**src/rtl/ifetch.sv**
```systemverilog
`default_nettype none
// ============================================================================
// Module   : ifetch
// Purpose  : Instruction fetch unit with 2-credit request issue and a 2-entry
//            registered instruction buffer, with redirect flush.
// Revision : 1.0 - initial release
// ============================================================================
module ifetch #(
    parameter logic [31:0] RESET_PC = 32'h0000_0000
) (
    input  logic        clk,
    input  logic        rst_n,
    output logic        imem_req,
    output logic [31:0] imem_addr,
    input  logic        imem_gnt,
    input  logic        imem_rvalid,
    input  logic [31:0] imem_rdata,
    input  logic        redirect,
    input  logic [31:0] redirect_pc,
    output logic        inst_valid,
    input  logic        inst_ready,
    output logic [31:0] inst,
    output logic [31:0] inst_pc
);

    localparam logic [31:0] c_NOP = 32'h0000_0013;

    logic [31:0] r_fpc;
    logic [1:0]  r_outst;
    logic [1:0]  r_kill;
    logic [1:0]  r_fifo_count;
    logic        r_fifo_wr;
    logic        r_fifo_rd;
    logic [31:0] r_fifo_inst [2];
    logic [31:0] r_fifo_pc   [2];
    logic        r_ifq_wr;
    logic        r_ifq_rd;
    logic [31:0] r_ifq_pc    [2];

    logic        w_credit;
    logic        w_grant;
    logic        w_accept;
    logic        w_pop;
    logic        w_unused_lsbs;

    // Redirect targets are forced word aligned, so the low bits are dropped.
    assign w_unused_lsbs = ^redirect_pc[1:0];

    assign w_credit  = ({1'b0, r_fifo_count} + {1'b0, r_outst}) < 3'd2;
    assign imem_req  = rst_n & ~redirect & w_credit;
    assign imem_addr = r_fpc;
    assign w_grant   = imem_req & imem_gnt;
    assign w_accept  = imem_rvalid & (r_kill == 2'd0) & ~redirect;
    assign w_pop     = inst_valid & inst_ready & ~redirect;

    assign inst_valid = (r_fifo_count != 2'd0);
    assign inst       = inst_valid ? r_fifo_inst[r_fifo_rd] : c_NOP;
    assign inst_pc    = inst_valid ? r_fifo_pc[r_fifo_rd]   : 32'h0;

    always_ff @(posedge clk or negedge rst_n) begin
        if (!rst_n) begin
            r_fpc          <= RESET_PC;
            r_outst        <= 2'd0;
            r_kill         <= 2'd0;
            r_fifo_count   <= 2'd0;
            r_fifo_wr      <= 1'b0;
            r_fifo_rd      <= 1'b0;
            r_fifo_inst[0] <= 32'h0;
            r_fifo_inst[1] <= 32'h0;
            r_fifo_pc[0]   <= 32'h0;
            r_fifo_pc[1]   <= 32'h0;
            r_ifq_wr       <= 1'b0;
            r_ifq_rd       <= 1'b0;
            r_ifq_pc[0]    <= 32'h0;
            r_ifq_pc[1]    <= 32'h0;
        end else begin
            // The in-flight queue retires one entry per response, dropped or not,
            // so its occupancy always equals r_outst.
            r_outst <= r_outst + {1'b0, w_grant} - {1'b0, imem_rvalid};
            if (w_grant) begin
                r_ifq_pc[r_ifq_wr] <= r_fpc;
                r_ifq_wr           <= ~r_ifq_wr;
            end
            if (imem_rvalid) begin
                r_ifq_rd <= ~r_ifq_rd;
            end

            if (redirect) begin
                r_fpc        <= {redirect_pc[31:2], 2'b00};
                r_fifo_count <= 2'd0;
                r_fifo_wr    <= 1'b0;
                r_fifo_rd    <= 1'b0;
                // Every response still owed after this cycle belongs to the old path.
                r_kill       <= r_outst - {1'b0, imem_rvalid};
            end else begin
                if (w_grant) begin
                    r_fpc <= r_fpc + 32'd4;
                end
                if (imem_rvalid && (r_kill != 2'd0)) begin
                    r_kill <= r_kill - 2'd1;
                end
                if (w_accept) begin
                    r_fifo_inst[r_fifo_wr] <= imem_rdata;
                    r_fifo_pc[r_fifo_wr]   <= r_ifq_pc[r_ifq_rd];
                    r_fifo_wr              <= ~r_fifo_wr;
                end
                if (w_pop) begin
                    r_fifo_rd <= ~r_fifo_rd;
                end
                r_fifo_count <= r_fifo_count + {1'b0, w_accept} - {1'b0, w_pop};
            end
        end
    end

endmodule
`default_nettype wire

```
**config.mk**
```make
export PLATFORM = sky130hd
export DESIGN_NAME = ifetch
export DESIGN_NICKNAME = d
export VERILOG_FILES = /design/src/rtl/ifetch.sv
export SDC_FILE = /design/constraint.sdc
export NUM_CORES = 1
export LEC_CHECK = 0
export CORE_ASPECT_RATIO = 1.4
export CORE_UTILIZATION = 49
export DETAILED_ROUTE_END_ITERATION = 8
export PLACE_DENSITY_LB_ADDON = 0.25
export SLEW_MARGIN = 25
export SYNTH_ARGS = -nofsm -noshare
export SYNTH_HDL_FRONTEND = slang
export SYNTH_SLANG_ARGS = --single-unit
```
**constraint.sdc**
```tcl
create_clock -name clk -period 2.3 [get_ports clk]
set_clock_uncertainty 0.1 [all_clocks]
set_input_delay 0.69 -clock clk [delete_from_list [all_inputs] [get_ports clk]]
set_output_delay 0.69 -clock clk [all_outputs]
set_load 0.005 [all_outputs]
```
==> results of run 1 <==
==> placed cells by master, fill, tap and decap left out, drive strengths merged, types with 2 or more instances in the layout <==
cell type | netlist | final
conb | 1 | 4
and3 | 4 | 4
dfrtp | 224 | 224
xnor2 | 11 | 11
nor2b | 3 | 3
a31oi | 8 | 8
o311a | 2 | 2
o21ai | 48 | 48
or3 | 3 | 3
mux2 | 123 | 123
or2 | 2 | 2
o211ai | 4 | 4
nand4b | 2 | 2
and4 | 9 | 9
mux2i | 93 | 93
clkbuf | 37 | 38
clkinv | 0 | 3
nor2 | 108 | 108
nand2 | 71 | 71
o41ai | 3 | 3
nand3 | 19 | 19
inv | 9 | 9
nor4 | 7 | 7
o31ai | 6 | 6
nand4 | 15 | 15
xor2 | 9 | 9
clkdlybuf4s50 | 0 | 91
and2 | 5 | 5
a211o | 2 | 2
nor3 | 3 | 3
bufinv | 0 | 2
buf | 31 | 216
a21oi | 31 | 31
o311ai | 2 | 2
ha | 7 | 7
dlygate4sd2 | 0 | 3
or4 | 7 | 7
==> metal layers <==
metal,part of all wire,vias up,track usage
li1,-,3786,-
met1,0.39,4012,0.3016
met2,0.53,239,0.4572
met3,0.043,67,0.03503
met4,0.038,0,0.1155
met5,0,-,0
==> cell type report <==
type,instances,share of cell area
Tap cell,260,0.02213
Inverter,9,0.002639
Clock buffer,33,0.04511
Sequential cell,224,0.3830
Timing Repair Buffer,316,0.2090
Clock inverter,5,0.005107
Multi-Input combinational cell,623,0.3330
==> where the power goes <==
part / total [µW] / leakage, µW / internal, µW / switching (µW)
clock: 3700 / 0.000365 / 2210 / 1490
sequential: 6460 / 0.00277 / 5560 / 904
combinational: 6390 / 0.00360 / 3640 / 2750
==> critical path: stages (launching register included) <==
cell and delay [ns]:
sky130_fd_sc_hd__dfrtp_1 0.39, sky130_fd_sc_hd__and2_4 0.17, sky130_fd_sc_hd__fa_2 0.47, sky130_fd_sc_hd__nor4b_4 0.25
sky130_fd_sc_hd__buf_2 0.15
==> through the flow <==
stage          TNS [ns]  setup slack, ns    util
2_1_floorplan    -8.072          -0.2211       -
3_3_place_gp     -18.24          -0.3599  0.6131
3_5_place_dp     -21.15          -0.3595  0.6131
4_1_cts          -30.00          -0.4237  0.6815
5_1_grt          -45.25          -0.4962  0.6959
6_report         -36.27          -0.4343  0.6959
==> worst max-delay path by stage <==
stage | startpoint | endpoint | slack, ns | depth (start not counted)
2_1_floorplan | r_fifo_count[0] | r_ifq_pc[34] | -0.22 | 8
3_3_place_gp | r_fifo_count[0] | imem_req | -0.36 | 4
3_5_place_dp | r_fifo_count[0] | imem_req | -0.36 | 4
4_1_cts | r_outst[0] | imem_req | -0.42 | 4
5_1_grt | r_outst[0] | imem_req | -0.50 | 4
6_report | r_outst[0] | imem_req | -0.43 | 4
==> logic make-up after synthesis <==
kind of cell / Yosys count / synth area share
simple gates: 264 / 0.1182
flops: 224 / 0.5305
mux: 216 / 0.2295
compound gates: 111 / 0.06134
buf+inv: 77 / 0.03339
xor+xnor: 20 / 0.01658
fa+ha+maj: 8 / 0.01018
other cells: 1 / 0.0003549
==> registers in the layout, indices dropped and copies added (netlist names), 2 cells and up <==
register / flops
r_kill: 2
r_fifo_inst: 64
r_fifo_count: 2
imem_addr: 30
r_outst: 2
r_ifq_pc: 60
r_fifo_pc: 60
==> what timing repair did <==
item | in CTS | in global routing
setup buffers | 50 | 37
pin swaps | 46 | 33
cloned | 12 | 4
gates resized for setup | 333 | 85
setup endpoints to repair | 178 | 165
==> results_dict.tcl, run 1 <==
set metrics [dict create \
    status "finished, violations left" \
    violations_in_the_final_reports "negative setup slack" \
    required_ns 1.51 \
    hold_class "in -> async" \
    clkSlewWorstSetupHoldPaths_ns 0.07 \
    cts_max_level 1 \
    cts_hold_repair.buffers 0 \
    num_io_pins 168 \
    final_layout_size_suffix_gt1_frac 0.3678 \
    post-route-period-util 1.189 \
    first_iter_violations 390 \
    relSlewSlack 0.6033 \
    grt_pass1_vias 8399 \
    worst_setup_path_start_kind "flop" \
    cp-end-kind "output port" \
    layout.cell_area.non_filler_um2 14700 \
    n_antenna_cell 0 \
    wl_per_cell_um 19.14 \
    placement.io_buffers 161 \
    filler_free_cell_count_of_the_finished_design 1470 \
    place.detailed.instances 1349 \
    timing.reg2reg.setup_slack_ns -0.32 \
    gp_congestion 0.9521 \
    worst_ir_drop_vdd_v 0.0005293 \
    static-leakage-power_uw 0.006731 \
    initial_antenna_violation_count 0 \
    multi_input_area_um2 4895 \
    ys_seq_elements 224 \
    clk-insertion-delay-late_ns 0.51 \
    max_freq_ghz 0.3657 \
    critical_path_start_end_classification "reg -> out" \
    synth_top_cells_by_count "224 x sky130_fd_sc_hd__dfrtp_1, 108 x sky130_fd_sc_hd__nor2_1, 94 x sky130_fd_sc_hd__mux2_2" \
    r2r-end "imem_addr[26]" \
    regToRegStartpoint "r_outst[0]" \
    rsz0062_at_grt "true" \
    grt_max_degree 112 \
    yosysWarnings 0 \
    drv_slew 0 \
    whs_ns 0.1162 \
    ctsLongestPathBuffers 3 \
    track_usage 0.2547 \
    first_pass_grt_wire_length_um 44240 \
    detail_route.wirelength_um 28140 \
    drt_first_pass_iters 4 \
    worst-path-max-fanout 3 \
    core.rowCount 63 \
    vias_per_cell 5.513 \
    seq_area_um2 5630 \
    cts_sinks 224 \
    netlist_top_cells_area "sky130_fd_sc_hd__dfrtp_1 53%, sky130_fd_sc_hd__mux2_2 10%, sky130_fd_sc_hd__mux2i_1 8.8%, sky130_fd_sc_hd__mux2_4 4.1%, sky130_fd_sc_hd__nor2_1 3.8%" \
    dieArea_um2 22160 \
    seq_area_frac_synth 0.5305 \
    die_height_um 175.8 \
    power_dens_cells_nw_per_um2 1126 \
    place_area_um2 12950 \
    dp_hpwl_um 16920 \
    numCtsBuffers 22 \
    totalPowerFinal_uw 16560 \
    via_count 8104 \
    avgSynthCellArea_um2 11.47 \
    area_growth_syn_to_layout_pct 39.12 \
    chip_width_um 126.1 \
    post_synth_num_cell_types 54 \
    hold_violations 0 \
    synth_top_area_cell "sky130_fd_sc_hd__dfrtp_1" \
    setup_ws_ns -0.4343 \
    ant_nets 0 \
    max_cap_violations 0 \
    ys_async_sr_fraction 1.000 \
    synthesis.instances 921 \
    core_region_area_um2 21130 \
    finalWorstPathRequiredPeriod_ns 2.734 \
    clk_root_buffer_cell "sky130_fd_sc_hd__clkbuf_16" \
    mappedNetlistArea_um2 10570 \
    max_slew.worst_pin.slew_ns 0.5950 \
    yosysMostFrequentCell "sky130_fd_sc_hd__dfrtp_1" \
    rr_worst_depth 8 \
    floorplan.initialDensity 0.5002 \
    synth_top_cell_area_share 0.5305 \
    n_fill_cell 1545 \
    clock_tree_from_tritoncts "built" \
    finish.net_count 1274 \
    commonest_register_cell_after_synthesis "sky130_fd_sc_hd__dfrtp_1" \
    grt_overflow 0 \
    timing.critical_path.arrival_ns 1.94 \
    synth-edff-count 0 \
    finalSetupViolCount 147 \
    drc_errors 0 \
]
(Power assumes the default switching activity.)
==> inputs of run 2 (changes only) <==
--- a/config.mk
+++ b/config.mk
@@ -6,9 +6,10 @@
 export NUM_CORES = 1
 export LEC_CHECK = 0
 export CORE_ASPECT_RATIO = 1.4
-export CORE_UTILIZATION = 49
+export CORE_UTILIZATION = 50
+export CTS_BUF_LIST = sky130_fd_sc_hd__clkbuf_4 sky130_fd_sc_hd__clkbuf_8
 export DETAILED_ROUTE_END_ITERATION = 8
-export PLACE_DENSITY_LB_ADDON = 0.25
+export PLACE_DENSITY_LB_ADDON = 0.08
 export SLEW_MARGIN = 25
 export SYNTH_ARGS = -nofsm -noshare
 export SYNTH_HDL_FRONTEND = slang
==> constraint.sdc (replaced) <==
create_clock -name clk -period 2.3 [get_ports clk]
set_clock_uncertainty 0.1 [all_clocks]
set_input_delay 0.345 -clock clk [delete_from_list [all_inputs] [get_ports clk]]
set_output_delay 0.345 -clock clk [all_outputs]
set_load 0.005 [all_outputs]
==> results_dict.tcl, run 2 (synthesized netlist as in run 1, its figures left out) <==
set metrics [dict create \
    finalWorstPathRequiredPeriod_ns 2.578 \
    max_freq_ghz 0.3879 \
    switching_share 0.3116 \
    place.detailed.instances 1323 \
    wl_per_cell_um 18.16 \
    core.rowCount 62 \
    setup-tns-final_ns -15.05 \
    cp-end-kind "flop" \
    post-route-period-util 1.121 \
    clk-insertion-delay-late_ns 0.52 \
    vias_per_cell 5.433 \
    clkSlewWorstSetupHoldPaths_ns 0.06 \
    power_dens_cells_nw_per_um2 1129 \
    max_stage_delay_cell_worst_path "sky130_fd_sc_hd__fa_2" \
    clock_tree_from_tritoncts "built" \
    worst-path-max-fanout 4 \
    grt_pass1_vias 7920 \
    hold_end "r_fifo_wr" \
    chip_width_um 124.9 \
    clk_root_buffer_cell "sky130_fd_sc_hd__clkbuf_8" \
    critical_path_start_end_classification "reg -> reg" \
    dp_hpwl_um 15820 \
    clock_share_of_power 0.222 \
    share_comb_of_total_power 0.380 \
    n_fill_cell 1629 \
    r2r-end "imem_addr[22]" \
    regToRegStartpoint "r_fifo_count[0]" \
    critical_path.top_delay_family "compound AO/OA/AOI/OAI gates" \
    drt_first_pass_iters 6 \
    core_region_area_um2 20630 \
    finish.net_count 1241 \
    rr_worst_depth 8 \
    holdCritStartpoint "redirect" \
    setup_ws_ns -0.2781 \
    die_height_um 174.0 \
    crit_buf_inv 2 \
    cts_sinks 224 \
    worst_setup_path_start_kind "flop" \
    timing.critical_path.arrival_ns 2.88 \
    area_growth_syn_to_layout_pct 36.08 \
    placement.io_buffers 161 \
    num_io_pins 168 \
    relSlewSlack 0.4688 \
    rsz0062_at_grt "true" \
    violations_in_the_final_reports "design-rule violations, negative setup slack" \
    filler_free_cell_count_of_the_finished_design 1445 \
    max_slew.worst_pin.slew_ns 0.7968 \
    finalSetupViolCount 85 \
    most_flops_register "r_fifo_inst" \
    layout.cells.most_common "sky130_fd_sc_hd__dfrtp_1" \
    track_usage 0.2381 \
    initial_antenna_violation_count 0 \
    floorplan.initialDensity 0.5121 \
    status "finished, violations left" \
    numCtsBuffers 36 \
    detail_route.wirelength_um 26240 \
    ctsLongestPathBuffers 3 \
    timing.reg2reg.setup_slack_ns -0.28 \
    first_iter_violations 356 \
    crit_cells 8 \
    first_pass_grt_wire_length_um 41230 \
    ant_nets 0 \
    hold_path_depth 2 \
    crit_chain "and2_4 -> fa_2 -> nor4b_4 -> buf_4 -> buf_6 -> nand4_1 -> o311a_1 -> a211o_1" \
    power.net_switching_uw 5059 \
    hold_violations 0 \
    static-leakage-power_uw 0.006502 \
    max_cap_violations 0 \
    grt_max_degree 113 \
    critPathMaxStageDelay_ns 0.49 \
    p_int_uw 11180 \
    largestRegisters "r_fifo_inst: 64 flops, r_fifo_pc: 60 flops, r_ifq_pc: 60 flops" \
    cts_max_level 2 \
    largest_register_ff_count 64 \
    hold_class "in -> reg" \
    seq_power_share 0.399 \
    dieArea_um2 21730 \
    totalPowerFinal_uw 16240 \
    n_antenna_cell 0 \
    via_count 7850 \
    drc_errors 32 \
    drv_slew 0 \
    final_layout_size_suffix_gt1_frac 0.3196 \
    required_ns 2.61 \
    whs_ns 0.04335 \
    grt_overflow 0 \
    layout_common_cells "223 x sky130_fd_sc_hd__dfrtp_1, 99 x sky130_fd_sc_hd__nor2_1, 95 x sky130_fd_sc_hd__clkdlybuf4s50_1" \
    gp_congestion 0.9214 \
    worst_ir_drop_vdd_v 0.0005246 \
]
[run 2: worst max-delay path by stage]
stage,from,endpoint,slack [ns]
global route,r_fifo_count[0],imem_addr[22],-0.36
floorplan,r_fifo_count[0],r_ifq_pc[34],-0.22
global placement,r_fifo_count[0],r_ifq_pc[62],-0.21
detailed placement,r_fifo_count[0],r_ifq_pc[62],-0.21
CTS,r_fifo_count[0],imem_req,-0.21
finish,r_fifo_count[0],imem_addr[22],-0.28
[run 2: area by class of cell]
type / instances / area [µm²] / area share
clock buffer: 56 / 708.2 / 0.04925
clock inverter: 8 / 70.07 / 0.004873
inverter: 9 / 37.54 / 0.002611
multi-input combinational: 624 / 4858 / 0.3379
sequential: 224 / 5609 / 0.3901
tap: 256 / 320.3 / 0.02228
timing repair buffer: 268 / 2775 / 0.1930
[run 2: metrics by stage]
step | cell area (µm²) | setup WS [ns] | util
floorplan | 10620 | -0.2211 | -
global placement | 12720 | -0.2053 | 0.6164
detailed placement | 12720 | -0.2147 | 0.6164
CTS | 13900 | -0.2120 | 0.6737
global route | 14380 | -0.3624 | 0.6968
finish | 14380 | -0.2781 | 0.6968
[run 2: power groups by stage]
stage | clock network, µW | logic [µW] | registers [µW]
after global placement | 0 | 5120 | 6450
final | 3600 | 6160 | 6470
after global routing | 3870 | 6730 | 6680
after CTS | 3710 | 5570 | 6440
after detailed placement | 0 | 5230 | 6520
after floorplan | 0 | 3490 | 6240
[run 2: routing by layer]
metal / global-route usage / routed length, µm
met1: 0.3065 / 11200
met2: 0.4061 / 13430
met3: 0.03601 / 1042
met4: 0.09146 / 556
met5: 0 / 0
[run 2: what timing repair did]
item                                    CTS  global route
setup buffers                            26            17
hold buffers                              1             0
hold endpoints to repair                159             0
pin swaps                                25            31
gates cloned                              8            11
gates resized for setup                 192            93
endpoints found under the setup margin  146           137
==> patch, RTL diff (config.mk and constraints of run 1) <==
Reset style: synchronous (`rst_n`), changed in one clocked block.
--- a/src/rtl/ifetch.sv
+++ b/src/rtl/ifetch.sv
@@ -57,7 +57,7 @@
     assign inst       = inst_valid ? r_fifo_inst[r_fifo_rd] : c_NOP;
     assign inst_pc    = inst_valid ? r_fifo_pc[r_fifo_rd]   : 32'h0;
 
-    always_ff @(posedge clk or negedge rst_n) begin
+    always_ff @(posedge clk) begin
         if (!rst_n) begin
             r_fpc          <= RESET_PC;
             r_outst        <= 2'd0;
Check against the original RTL: differs if rst_n is asserted again (counterexample within 4 cycles, from zero or initial values and one cycle with rst_n low); with rst_n held inactive, the same outputs for 4 cycles.
==> patch against run 1 <==
The flow still finishes with violations (negative setup slack). Sequential cell count up 2. Critical path depth up 6. Worst setup slack better by 0.037 ns. Synthesized area down 3.4%. Count of clock-buffer cells in the layout down 8. Largest cell class unchanged. Final area up 0.47%. Routed wire length down 7.6%.
Power is not compared: it rests on default switching activity, and its combinational part moved more than twofold at a synthesized area within 25%.
==> patch: results (changes against run 1) <==
Timing
  – Worst slew margin relative to its limit: 64.6% (+4.3 points)
  – Setup WS post-layout: -0.398 ns (+0.0366 ns)
  – Setup TNS after final layout: -54.97 ns (-18.69 ns)
  – Finish-stage setup viols: 208 (+41%)
  – Fin. Hold Viols: 0 (unchanged)

Setup path
  – Cell family with most CP delay: simple AND/OR/NAND/NOR gates
  – Critical Path AT: 2.96 ns (+1.02 ns)
  – Worst-path fanout max: 6 (+3)
  – Critical Path Slowest Stage Cell: fa_2

Yosys
  – List of most frequent post-synthesis cells: edfxtp_1, nor2_1, and2_1, mux2i_1, clkbuf_1
  – Area share of fa/ha/maj cells after synthesis: 1.05% (+0.036 points)
  – Synth async-reset ratio: 0% (-100 points)
  – Distinct cell type count after synthesis: 49 (-9.3%)
  – Xor/xnor share of the synthesized area: 1.89% (+0.23 points)
  – Proportion of synthesized area in mux cells: 9.23% (-14 points)
  – Synth area leaders: edfxtp_1, mux2i_1, dfxtp_1
  – Post-synthesis sequential area ratio: 62.4% (+9.3 points)
  – Complex-gate fraction of the synthesized area: 4.08% (-2.1 points)
  – Mapped Cells: 857 (-6.9%)
  – Post-synth EDFFs: 184 (+184)
  – Warnings, synthesis: 0 (unchanged)

Clock tree
  – Root buffer cell: clkbuf_16
  – Htree depth: 1 (unchanged)
  – Max Buffers Root-to-Sink: 3 (unchanged)
  – Clk_lat worst skew: around 0.50 ns

Worst hold path
  – Worst Hold Class: flip-flop to flip-flop

Routing
  – Metal3 WL: 1.30 mm (+6.8%)
  – First-pass iteration count of the detailed router: 5 (+1)
  – Met2 wire len: 14.0 mm (-5.4%)
  – Routed Wire Length: 26.0 mm (-7.6%)
  – Metal-1 WL: 9.89 mm (-10%)
  – Initial DRC Count: 470 (+21%)
  – Routed len/inst: 18.6 um (-2.9%)
  – DR vias/cell: 5.41 (-1.9%)
  – DR top layer: met4

Global route
  – First-pass GRT wire length: 38.6 mm (-13%)
  – GRT Resource Usage Total: 23.3% (-2.2 points)
  – M1 GR Usage: 28.0% (-2.2 points)
  – GR Util met3: 2.94% (-0.57 points)
  – Met2 Usage GRT: 42.7% (-3.1 points)
  – Largest net degree at the start of global routing: 38 (-66%)
  – Initial antenna violation count: 0 (unchanged)
  – Vias in the first global route: 7388 (-12%)

Power
  – Pint: 7.87 mW
  – P_leak: 5.75 nW
  – VDD IR max: 0.688 mV

Status
  – Status: complete, but fails checks
  – Failing checks: negative setup slack

Layout
  – FILL cells: 1377 (-11%)
  – Share of cells above drive strength 1: 29.0% (-7.8 points)
  – Fin nets: 1205 (-5.4%)
  – Inserted Diodes: 0 (unchanged)

Placement
  – Pre-CTS WS: -0.612 ns (-0.252 ns)
  – Inst Count DP: 1285 (-4.7%)
  – Dpl hpwl: 15.1 mm (-11%)
  – PortBufs: 161 (unchanged)
  – GP Congestion: 0.890 (-6.5%)
[patch: cell types whose count changed after synthesis, moves of 22 or more]
cell	before	now
mux2_2	94	1
and3_1	4	33
nand2_1	70	26
a21oi_1	31	9
edfxtp_1	0	184
mux2_4	29	0
and2_1	5	103
nor2_1	108	149
dfrtp_1	224	0
dfxtp_1	0	42
o21ai_0	47	8
[patch: timing repair]
| item | 4_1_cts | 5_1_grt |
|---|---|---|
| pin swaps | 9 | 26 |
| setup endpoints to repair | 221 | 379 |
| setup buffers | 36 | 18 |
| gates cloned | 14 | 9 |
| hold buffers | 0 | 0 |
| resized for setup | 284 | 121 |
| endpoints found under the hold margin | 0 | 0 |
[patch: worst paths after layout]
kind / slack, ns / cells after the start / from / endpoint
min: 0.43 / 2 / r_ifq_rd / r_ifq_rd
min reg2reg: 0.43 / 2 / r_ifq_rd / r_ifq_rd
max reg2reg: -0.40 / 10 / r_outst[0] / r_ifq_pc[0][6]
max: -0.40 / 10 / r_outst[0] / r_ifq_pc[0][6]
[patch: final cells by class]
class / count / area share (%)
clock buffer: 25 / 3.95
clock inverter: 15 / 1.50
inverter: 11 / 0.339
multi-input combinational: 564 / 27.0
sequential: 226 / 43.4
tap: 256 / 2.17
timing repair buffer: 302 / 21.6
[patch: metrics by stage]
stage | total power [mW] | instance area (um^2) | hold WS [ns]
after floorplan | 5.36 | 10400 | 0.372
after global placement | 5.88 | 12700 | 0.384
after detailed placement | 5.90 | 12700 | 0.405
after CTS | 9.99 | 14200 | 0.421
after global routing | 10.4 | 14800 | 0.468
final | 10.1 | 14800 | 0.430
[patch: worst register-to-register path: cells and delay by family, from the launching register on]
family,cells,cell delay (ns)
adder cells (fa/ha/maj),1,0.46
buffers and inverters,4,0.56
flip-flops,1,0.34
AND/OR/NAND/NOR,5,1.11
